==> config.mk <==
export PLATFORM = sky130hd
export DESIGN_NAME = seg_scan_decoder
export DESIGN_NICKNAME = d
export VERILOG_FILES = /design/src/rtl/seg_pkg.sv /design/src/rtl/seg_pattern_decode.sv /design/src/rtl/seg_scan_decoder.sv
export SDC_FILE = /design/constraint.sdc
export NUM_CORES = 1
export LEC_CHECK = 0
export CORE_ASPECT_RATIO = 0.8
export CORE_MARGIN = 3
export CORE_UTILIZATION = 61
export CTS_CLUSTER_SIZE = 8
export DETAILED_ROUTE_END_ITERATION = 10
export GPL_TIMING_DRIVEN = 0
export HOLD_SLACK_MARGIN = 0.12
export PLACE_DENSITY = 0.93
export SYNTH_ARGS = -nofsm -noshare
export SYNTH_HDL_FRONTEND = slang
export SYNTH_HIERARCHICAL = 1
export SYNTH_SLANG_ARGS = --single-unit
==> constraint.sdc <==
create_clock -name clk -period 5.2 [get_ports clk]
set_clock_uncertainty 0.1 [all_clocks]
set_input_delay 1.04 -clock clk [delete_from_list [all_inputs] [get_ports clk]]
set_output_delay 1.04 -clock clk [all_outputs]
set_load 0.1 [all_outputs]
==> src/rtl/seg_pkg.sv <==
// Shared constants for the 7-segment scan decoder: glyph patterns, widths and FSM states.
package seg_pkg;

  localparam int NIB_W   = 4;
  localparam int GLYPH_W = 7;

  localparam logic [6:0] SEG_GLYPH_0 = 7'h3F;
  localparam logic [6:0] SEG_GLYPH_1 = 7'h06;
  localparam logic [6:0] SEG_GLYPH_2 = 7'h5B;
  localparam logic [6:0] SEG_GLYPH_3 = 7'h4F;
  localparam logic [6:0] SEG_GLYPH_4 = 7'h66;
  localparam logic [6:0] SEG_GLYPH_5 = 7'h6D;
  localparam logic [6:0] SEG_GLYPH_6 = 7'h7D;
  localparam logic [6:0] SEG_GLYPH_7 = 7'h07;
  localparam logic [6:0] SEG_GLYPH_8 = 7'h7F;
  localparam logic [6:0] SEG_GLYPH_9 = 7'h6F;
  localparam logic [6:0] SEG_GLYPH_A = 7'h77;
  localparam logic [6:0] SEG_GLYPH_B = 7'h7C;
  localparam logic [6:0] SEG_GLYPH_C = 7'h39;
  localparam logic [6:0] SEG_GLYPH_D = 7'h5E;
  localparam logic [6:0] SEG_GLYPH_E = 7'h79;
  localparam logic [6:0] SEG_GLYPH_F = 7'h71;

  typedef enum logic [0:0] {
    ST_SCAN = 1'b0,
    ST_HOLD = 1'b1
  } scan_state_e;

  // Digit-index width; a single digit still needs one bit to index.
  function automatic int idx_width(input int n);
    return (n > 1) ? $clog2(n) : 1;
  endfunction

endpackage

==> src/rtl/seg_pattern_decode.sv <==
// Combinational active-high segment pattern -> {err, nibble}; unknown glyphs decode to 0 with err set.
module seg_pattern_decode
  import seg_pkg::*;
(
  input  logic [GLYPH_W-1:0] pattern,
  output logic               err,
  output logic [NIB_W-1:0]   nibble
);

  // Glyph lookup
  always_comb begin
    err    = 1'b0;
    nibble = 4'h0;
    case (pattern)
      SEG_GLYPH_0: nibble = 4'h0;
      SEG_GLYPH_1: nibble = 4'h1;
      SEG_GLYPH_2: nibble = 4'h2;
      SEG_GLYPH_3: nibble = 4'h3;
      SEG_GLYPH_4: nibble = 4'h4;
      SEG_GLYPH_5: nibble = 4'h5;
      SEG_GLYPH_6: nibble = 4'h6;
      SEG_GLYPH_7: nibble = 4'h7;
      SEG_GLYPH_8: nibble = 4'h8;
      SEG_GLYPH_9: nibble = 4'h9;
      SEG_GLYPH_A: nibble = 4'hA;
      SEG_GLYPH_B: nibble = 4'hB;
      SEG_GLYPH_C: nibble = 4'hC;
      SEG_GLYPH_D: nibble = 4'hD;
      SEG_GLYPH_E: nibble = 4'hE;
      SEG_GLYPH_F: nibble = 4'hF;
      default: begin
        err    = 1'b1;
        nibble = 4'h0;
      end
    endcase
  end

endmodule

==> src/rtl/seg_scan_decoder.sv <==
// Reads back a multiplexed active-low 7-segment bus and presents whole decoded frames on valid/ready.
// Optional decimal-point capture is enabled by defining SEG_DP_CAPTURE_EN.
module seg_scan_decoder
  import seg_pkg::*;
#(
  parameter int DIGITS        = 4,
  parameter int STABLE_CYCLES = 8
) (
  input  logic                    clk,
  input  logic                    rst,
  input  logic [7:0]              seg_n,
  input  logic [DIGITS-1:0]       dig_n,
  output logic                    out_valid,
  input  logic                    out_ready,
  output logic [NIB_W*DIGITS-1:0] out_value,
  output logic [DIGITS-1:0]       out_err,
  output logic [DIGITS-1:0]       out_dp,
  output logic                    overrun
);

  localparam int CNT_W = $clog2(STABLE_CYCLES + 1);
  localparam int IDX_W = idx_width(DIGITS);

`ifdef SEG_DP_CAPTURE_EN
  localparam int SEG_W = 8;
`else
  localparam int SEG_W = 7;
  logic dp_unused;
  assign dp_unused = seg_n[7];
`endif

  logic [SEG_W-1:0]        seg_meta_r, seg_sync_r, seg_prev_r;
  logic [DIGITS-1:0]       dig_meta_r, dig_sync_r, dig_prev_r;
  logic [DIGITS-1:0]       sel_s;
  logic                    one_hot_s, stable_s, capture_s, frame_done_s;
  logic [IDX_W-1:0]        idx_s;
  logic [CNT_W-1:0]        cnt_r;
  logic                    captured_r;
  logic                    dec_err_s, dp_s;
  logic [NIB_W-1:0]        dec_nib_s;
  logic [NIB_W*DIGITS-1:0] fb_value_r, fb_value_next;
  logic [DIGITS-1:0]       fb_err_r, fb_err_next, fb_dp_r, fb_dp_next;
  logic [DIGITS-1:0]       seen_r, seen_next;
  scan_state_e             state_r, state_next;
  logic                    load_s, overrun_s;

  // Two-flop synchronisers plus one history stage for the stability compare
  always_ff @(posedge clk or posedge rst) begin
    if (rst) begin
      seg_meta_r <= '1;
      seg_sync_r <= '1;
      seg_prev_r <= '1;
      dig_meta_r <= '1;
      dig_sync_r <= '1;
      dig_prev_r <= '1;
    end else begin
      seg_meta_r <= seg_n[SEG_W-1:0];
      seg_sync_r <= seg_meta_r;
      seg_prev_r <= seg_sync_r;
      dig_meta_r <= dig_n;
      dig_sync_r <= dig_meta_r;
      dig_prev_r <= dig_sync_r;
    end
  end

  assign sel_s     = ~dig_sync_r;
  assign one_hot_s = (sel_s != '0) && ((sel_s & (sel_s - DIGITS'(1))) == '0);
  assign stable_s  = one_hot_s && (seg_sync_r == seg_prev_r) && (dig_sync_r == dig_prev_r);
  assign capture_s = stable_s && (cnt_r == CNT_W'(STABLE_CYCLES - 1)) && !captured_r;

  // One-hot select to digit index (only meaningful when one_hot_s)
  always_comb begin
    idx_s = '0;
    for (int i = 0; i < DIGITS; i++) begin
      idx_s = idx_s | (sel_s[i] ? IDX_W'(i) : IDX_W'(0));
    end
  end

  // Stability counter; saturates so each stable window captures exactly once
  always_ff @(posedge clk or posedge rst) begin
    if (rst) begin
      cnt_r      <= '0;
      captured_r <= 1'b0;
    end else if (!stable_s) begin
      cnt_r      <= '0;
      captured_r <= 1'b0;
    end else begin
      if (cnt_r != CNT_W'(STABLE_CYCLES - 1)) begin
        cnt_r <= cnt_r + CNT_W'(1);
      end
      if (capture_s) begin
        captured_r <= 1'b1;
      end
    end
  end

  seg_pattern_decode u_decode (
    .pattern (~seg_sync_r[6:0]),
    .err     (dec_err_s),
    .nibble  (dec_nib_s)
  );

`ifdef SEG_DP_CAPTURE_EN
  assign dp_s = ~seg_sync_r[7];
`else
  assign dp_s = 1'b0;
`endif

  // Frame buffer with the current capture merged in, so a completing frame loads in one step
  always_comb begin
    fb_value_next = fb_value_r;
    fb_err_next   = fb_err_r;
    fb_dp_next    = fb_dp_r;
    seen_next     = seen_r;
    if (capture_s) begin
      fb_value_next[idx_s*NIB_W +: NIB_W] = dec_nib_s;
      fb_err_next[idx_s]                  = dec_err_s;
      fb_dp_next[idx_s]                   = dp_s;
      seen_next[idx_s]                    = 1'b1;
    end else begin
      seen_next = seen_r;
    end
  end

  assign frame_done_s = capture_s && (&seen_next);

  // Frame buffer and seen mask; seen restarts as soon as a frame completes
  always_ff @(posedge clk or posedge rst) begin
    if (rst) begin
      fb_value_r <= '0;
      fb_err_r   <= '0;
      fb_dp_r    <= '0;
      seen_r     <= '0;
    end else begin
      fb_value_r <= fb_value_next;
      fb_err_r   <= fb_err_next;
      fb_dp_r    <= fb_dp_next;
      seen_r     <= frame_done_s ? '0 : seen_next;
    end
  end

  // Output handshake state register
  always_ff @(posedge clk or posedge rst) begin
    if (rst) begin
      state_r <= ST_SCAN;
    end else begin
      state_r <= state_next;
    end
  end

  // Handshake next state: load on completion unless a held frame is still waiting
  always_comb begin
    state_next = state_r;
    load_s     = 1'b0;
    overrun_s  = 1'b0;
    case (state_r)
      ST_SCAN: begin
        if (frame_done_s) begin
          state_next = ST_HOLD;
          load_s     = 1'b1;
        end else begin
          state_next = ST_SCAN;
        end
      end
      ST_HOLD: begin
        if (out_ready) begin
          if (frame_done_s) begin
            load_s = 1'b1;
          end else begin
            state_next = ST_SCAN;
          end
        end else begin
          overrun_s = frame_done_s;
        end
      end
      default: begin
        state_next = ST_SCAN;
      end
    endcase
  end

  // Registered outputs
  always_ff @(posedge clk or posedge rst) begin
    if (rst) begin
      out_valid <= 1'b0;
      overrun   <= 1'b0;
      out_value <= '0;
      out_err   <= '0;
      out_dp    <= '0;
    end else begin
      out_valid <= (state_next == ST_HOLD);
      overrun   <= overrun_s;
      if (load_s) begin
        out_value <= fb_value_next;
        out_err   <= fb_err_next;
        out_dp    <= fb_dp_next;
      end
    end
  end

endmodule
==> results.cfg, run 1 <==
[sta]
setup_ws_ns = 1.91
hold_viol = 0
min_period_over_period_pct = 63.3
holdWs_ns = 0.260
rsz0062_at_grt = no
drv_slew = 0
setup_viol = 0
max_slew_margin_pct = 35.2
fin_crit_ns = 3.29
worstMarginPinSlew_ns = 0.969
fmax_ghz = 0.304
finalSetupTns_ns = 0

[yosys]
yosys_warnings = 6
synth_edf_count = 0
yosys-top-cells-area = dfrtp_1 (35%), dfstp_2 (20%), mux2_4 (7.1%)
synthFlopType = dfrtp_1
syn_inst = 344
synth_cell_types = 50
synth_fp_nets = 368
ys_seq_area_share_pct = 55.4
avgSynthCellArea_um2 = 12.3
ys_ff_latch = 92
yosysTopAreaCell = dfrtp_1
synth_top_area_share_pct = 34.9
synthArstFlopShare_pct = 100
synth_area_mm2 = 0.00423

[worst_setup_path]
critPathMaxFanout = 10
cp-startpoint = dig_sync_r[1]$_DFF_PP1_
cpMaxStageDelayCell = dfstp_2
max_stage_delay_ns = 0.61
path_delay_family = buffers and inverters
worstPathCellList = nand2_1 > inv_1 > ha_1 > clkbuf_1 > o22ai_1 > nor2_1 > o21a_1 > nand4_2 > buf_6 > mux2_4
required_ns = 5.35
crit_type = register to register
worstSetupEndpointType = register
arrival_ns = 3.44
r2r-start = dig_sync_r[1]$_DFF_PP1_
crit_path_start_kind = register
cp.buffers_inverters = 3

[worst_hold_path]
hp-start = seg_meta_r[0]$_DFF_PP1_
hold_path_class = register to register

[placement]
hpwl_mm = 5.88
routabilityCongestion = 0.858
post-place-ws_ns = 1.95
io_buffers = 39

[drt]
vias = 2930
vias_per_cell = 6.05
dr.pass1.iters = 5
final_antenna_net_count = 0
drcViolationCount = 0
totalWireLength_mm = 8.24
wl_per_cell_um = 17.0
drtIter0Drc = 205

[power_and_ir_drop]
ir_drop_mv = 0.240
p_sw_mw = 0.343
p_sw_share_pct = 26.0
internal_power_mw = 0.977
pwr-share-clk_pct = 36.0
p_comb_share_pct = 7.3
cellPowerDensity_mw_per_mm2 = 266
leakage_nw = 2.25
pwr-share-seq_pct = 56.6

[clock_tree]
cts-root-buf = clkbuf_8
ctsResizeCount = 0
cts_buffers = 9
cts_max_level = 3
cts_tree = done
cts_hold_buffers = 0
cts_setup_buffers = 0
clkTransAtPathRegs_ns = 0.10
cts_buffer_depth = 2
clk_latency_ns = 0.36
clkSinkCount = 92

[die]
start_util_pct = 64.7
pin_count = 41
fp-row-count = 26
fp.coreArea_mm2 = 0.00654
dieWidth_um = 99.1
die_h_um = 80.5
dieArea_mm2 = 0.00798

[global_route]
grt_max_degree = 67
first_global_vias = 2916
antenna_found_initial = 0
grt_overflow = 0
grt.total_usage_pct = 22.8
grt_pass1_wl_mm = 14.3

[final_layout]
final_layout_size_suffix_gt1_share_pct = 26.3
finalNetCount = 419
area_delta_synth_final_pct = 17.2
antenna_cells = 0

[status]
status = complete, no violations

[job]
maxCapViolCount = 0
placed cells by master (no fill, tap or decap), types with 3 or more instances in the layout:
master,synthesis,routed
o21ai_0,37,37
ha_1,9,9
xnor2_1,12,12
nor2_1,11,11
dfstp_2,33,33
clkbuf_8,0,10
nand2b_1,3,3
nand4b_1,3,3
a22o_1,16,16
nand4_1,7,7
nor2b_1,4,4
o22ai_1,3,3
inv_1,15,14
buf_2,6,6
mux2_4,20,20
clkdlybuf4s50_1,0,39
a21oi_1,14,14
nor3_1,6,6
nand2_1,15,15
buf_6,4,4
inv_8,0,3
and2_1,6,6
mux2_2,12,12
dfrtp_1,59,59
nand3_1,10,10
state kept, by name, indices dropped and copies added (netlist names):
name and flops:
fb_err_r 4, cnt_r 4, dig_prev_r 4, overrun 1
seg_meta_r 7, seen_r 4, seg_prev_r 7, out_valid 1
dig_meta_r 4, captured_r 1, fb_value_r 16, fb_dp_r 4
out_err 4, out_value 16, dig_sync_r 4, seg_sync_r 7
out_dp 4
worst register-to-register path: cells and delay by family (launching register included):
family | cells | cell delay (ns)
DFF | 1 | 0.61
buffers and inverters | 3 | 0.87
adders and majority gates | 1 | 0.20
and+or+nand+nor | 3 | 0.71
muxes | 1 | 0.31
AOI/OAI and AO/OA | 2 | 0.38
area by class of cell:
| class | count | area, um2 |
|---|---|---|
| well taps | 84 | 105 |
| inverters | 15 | 58.8 |
| fillers | 401 | 1580 |
| plain buffers | 13 | 93.8 |
| flip-flops and latches | 92 | 2340 |
| repair buffers | 40 | 418 |
| clock inverters | 6 | 65.1 |
| multi-input cells | 224 | 1740 |
| clock buffers | 10 | 138 |
power by group through the flow:
stage / registers, mW / logic [mW] / clock network [mW]
floorplan: 0.758 / 0.0646 / 0
global placement: 0.760 / 0.0882 / 0
detailed placement: 0.761 / 0.0955 / 0
CTS: 0.748 / 0.0965 / 0.485
global route: 0.750 / 0.107 / 0.521
finish: 0.748 / 0.0970 / 0.475
cells by family after synthesis:
family	share of synthesized area (%)
AOI/OAI and AO/OA	11.8
xor gates and xnor gates	2.69
adders and majority gates	2.66
buffers and inverters	3.55
DFF	55.4
muxes	10.8
and+or+nand+nor	13.1
worst paths after layout:
kind / to / slack (ns) / depth (start not counted)
setup / recovery: out_value[0]$_DFFE_PP0P_ / 1.91 / 10
hold / removal: seg_sync_r[0]$_DFF_PP1_ / 0.26 / 0
setup reg to reg: out_value[0]$_DFFE_PP0P_ / 1.91 / 10
hold reg to reg: seg_sync_r[0]$_DFF_PP1_ / 0.26 / 0
max in group asynchronous: seg_prev_r[5]$_DFF_PP1_ / 3.41 / 3
min in group asynchronous: cnt_r[3]$_DFFE_PP0P_ / 0.92 / 2
routing by layer:
| layer | vias up | global-route usage [%] | share of wire, % |
|---|---|---|---|
| li1 | 1341 | - | - |
| met1 | 1446 | 31.9 | 44 |
| met2 | 124 | 34.9 | 47 |
| met3 | 19 | 5.73 | 6.8 |
| met4 | 0 | 7.78 | 2.1 |
| met5 | - | 0 | 0 |
cell usage after synthesis, drive strengths merged, types with 4 or more instances:
master	number
mux2	32
nand3	10
buf	12
nand4	8
nor2	11
nor3	6
xnor2	12
ha	9
nor4	4
inv	15
a22o	16
nor2b	4
o21ai	37
and2	6
nand2	15
dfstp	33
a21oi	14
dfrtp	59
stage by stage:
stage,cell area (um2),instances,utilization [%],power [mW]
5_1_grt,4960,484,75.8,1.38
6_report,4960,484,75.8,1.32
3_3_place_gp,4730,467,72.3,0.848
4_1_cts,4960,484,75.8,1.33
3_5_place_dp,4760,468,72.7,0.857
2_1_floorplan,4230,344,-,0.823
(Power assumes the default switching activity.)
==> run 2, diff against run 1 <==
--- a/config.mk
+++ b/config.mk
@@ -7,12 +7,12 @@
 export LEC_CHECK = 0
 export CORE_ASPECT_RATIO = 0.8
 export CORE_MARGIN = 3
-export CORE_UTILIZATION = 61
+export CORE_UTILIZATION = 57
 export CTS_CLUSTER_SIZE = 8
 export DETAILED_ROUTE_END_ITERATION = 10
 export GPL_TIMING_DRIVEN = 0
 export HOLD_SLACK_MARGIN = 0.12
-export PLACE_DENSITY = 0.93
+export PLACE_DENSITY = 0.89
 export SYNTH_ARGS = -nofsm -noshare
 export SYNTH_HDL_FRONTEND = slang
 export SYNTH_HIERARCHICAL = 1
==> constraint.sdc (replaced) <==
create_clock -name clk -period 3.2 [get_ports clk]
set_clock_uncertainty 0.1 [all_clocks]
set_input_delay 0.64 -clock clk [delete_from_list [all_inputs] [get_ports clk]]
set_output_delay 0.64 -clock clk [all_outputs]
set_load 0.1 [all_outputs]
==> run 2 against run 1 <==
  * First-iteration DRC count down 35%
  * Critical path depth down 1
  * Critical path type unchanged
  * Worst setup slack worse by 1.6 ns
  * Clock power up 80%
==> results.cfg, run 2 (same netlist as run 1, synthesis figures left out) <==
[power_and_ir_drop]
p_sw_share_pct = 25.5
leakage_nw = 2.25
internal_power_mw = 1.66
ir_drop_mv = 0.418
pwr-share-seq_pct = 54.5
p_sw_mw = 0.569
pwr-share-clk_pct = 38.5
p_comb_share_pct = 7.0
cellPowerDensity_mw_per_mm2 = 446

[die]
start_util_pct = 60.2
dieArea_mm2 = 0.00850
fp.coreArea_mm2 = 0.00703
dieWidth_um = 102
die_h_um = 83.1
pin_count = 41
fp-row-count = 27

[drt]
vias = 2893
drtIter0Drc = 133
drcViolationCount = 0
final_antenna_net_count = 0
dr.pass1.iters = 5
wl_per_cell_um = 17.1
totalWireLength_mm = 8.30
vias_per_cell = 5.95

[final_layout]
antenna_cells = 0
area_delta_synth_final_pct = 18.1
fin_area_mm2 = 0.00500
final_cells = 486
layout_common_cells = dfrtp_1 (59), clkdlybuf4s50_1 (39), o21ai_0 (37)
reg_top3 = fb_value_r x16, out_value x16
finalNetCount = 418
layout_commonest_cell = dfrtp_1
final.fill_count = 496
final_layout_size_suffix_gt1_share_pct = 26.6

[worst_hold_path]
holdPathStages = 0
whs_endpoint = seg_sync_r[2]$_DFF_PP1_
hp-start = seg_meta_r[2]$_DFF_PP1_
hold_path_class = register to register

[clock_tree]
cts_max_level = 3
cts_buffer_depth = 2
clkSinkCount = 92
cts_buffers = 9
cts-root-buf = clkbuf_8
cts_tree = done
clk_latency_ns = 0.38
clkTransAtPathRegs_ns = 0.09

[worst_setup_path]
r2r-end = out_dp[1]$_DFFE_PP0P_
worstSetupEndpointType = register
arrival_ns = 3.10
worstPathCellList = nand2_1 > inv_1 > ha_2 > o22ai_1 > nor2_1 > o21a_1 > nand4_4 > buf_6 > mux2_4
cp.buffers_inverters = 2
critPathMaxFanout = 10
crit_path_start_kind = register
r2r_cells = 9
crit_type = register to register
path_delay_family = flip-flops
max_stage_delay_ns = 0.61
ff2ff_setup_slack_ns = 0.27
required_ns = 3.36
r2r-start = dig_sync_r[3]$_DFF_PP1_
cpMaxStageDelayCell = dfstp_2

[sta]
rsz0062_at_grt = no
setup_ws_ns = 0.268
worstMarginPinSlew_ns = 0.982
max_slew_margin_pct = 34.3
fin_crit_ns = 2.93
hold_viol = 0
min_period_over_period_pct = 91.6
drv_slew = 0
setup_viol = 0
fmax_ghz = 0.341

[global_route]
grt.total_usage_pct = 20.9
grt_max_degree = 78
grt_pass1_wl_mm = 14.0
antenna_found_initial = 0
grt_overflow = 0
first_global_vias = 2887

[placement]
routabilityCongestion = 0.860
io_buffers = 39
place_area_mm2 = 0.00476
post-place-ws_ns = -0.00249
hpwl_mm = 5.85
dp.cells = 471

[job]
maxCapViolCount = 0

[status]
status = complete, no violations
-- run 2: cell type report --
type | count | area, um2 | share of cell area (%)
Buffer | 12 | 90.1 | 1.80
Inverter | 15 | 58.8 | 1.18
Clock inverter | 5 | 56.3 | 1.13
Sequential cell | 92 | 2340 | 46.9
Timing Repair Buffer | 40 | 418 | 8.36
Clock buffer | 11 | 174 | 3.48
Multi-Input combinational cell | 224 | 1750 | 35.0
Tap cell | 87 | 109 | 2.18
-- run 2: what timing repair did --
item | CTS | global route
gates resized for setup | 0 | 2
endpoints found under the hold margin | 0 | 0
setup buffers | 0 | 0
endpoints found under the setup margin | 10 | 20
hold buffers | 0 | 0
pin swaps | 0 | 0
-- run 2: power groups by stage --
stage / logic [mW] / registers, mW / clock network, mW
2_1_floorplan: 0.105 / 1.23 / 0
3_3_place_gp: 0.143 / 1.23 / 0
3_5_place_dp: 0.155 / 1.24 / 0
4_1_cts: 0.157 / 1.22 / 0.876
5_1_grt: 0.174 / 1.22 / 0.924
6_report: 0.156 / 1.21 / 0.857
-- run 2: stage by stage --
| stage | total power [mW] | hold WS (ns) | utilization, % | TNS, ns |
|---|---|---|---|---|
| finish | 2.23 | 0.260 | 71.1 | 0 |
| global route | 2.32 | 0.266 | 71.1 | 0 |
| CTS | 2.25 | 0.261 | 71.0 | 0 |
| detailed placement | 1.39 | 0.247 | 67.7 | -0.00310 |
| global placement | 1.38 | 0.246 | 67.3 | -69.86 |
| floorplan | 1.34 | 0.245 | - | 0 |
-- run 2: per-layer routing --
| metal | vias to the layer above | wire length, um | global-route usage (%) |
|---|---|---|---|
| met3 | 12 | 411 | 5.12 |
| met4 | 0 | 133 | 6.91 |
| li1 | 1339 | - | - |
| met5 | - | 0 | 0 |
| met1 | 1435 | 3790 | 29.4 |
| met2 | 107 | 3960 | 31.9 |
-- run 2: worst max path at each step --
| stage | to | depth (start not counted) | from |
|---|---|---|---|
| after detailed placement | out_value[2]$_DFFE_PP0P_ | 10 | dig_sync_r[3]$_DFF_PP1_ |
| after floorplan | captured_r$_DFFE_PP0P_ | 1 | rst |
| after CTS | out_value[3]$_DFFE_PP0P_ | 9 | dig_sync_r[3]$_DFF_PP1_ |
| final | out_dp[1]$_DFFE_PP0P_ | 9 | dig_sync_r[3]$_DFF_PP1_ |
| after global placement | fb_value_r[0]$_DFF_PP0_ | 2 | rst |
| after global routing | out_value[3]$_DFFE_PP0P_ | 9 | dig_sync_r[3]$_DFF_PP1_ |
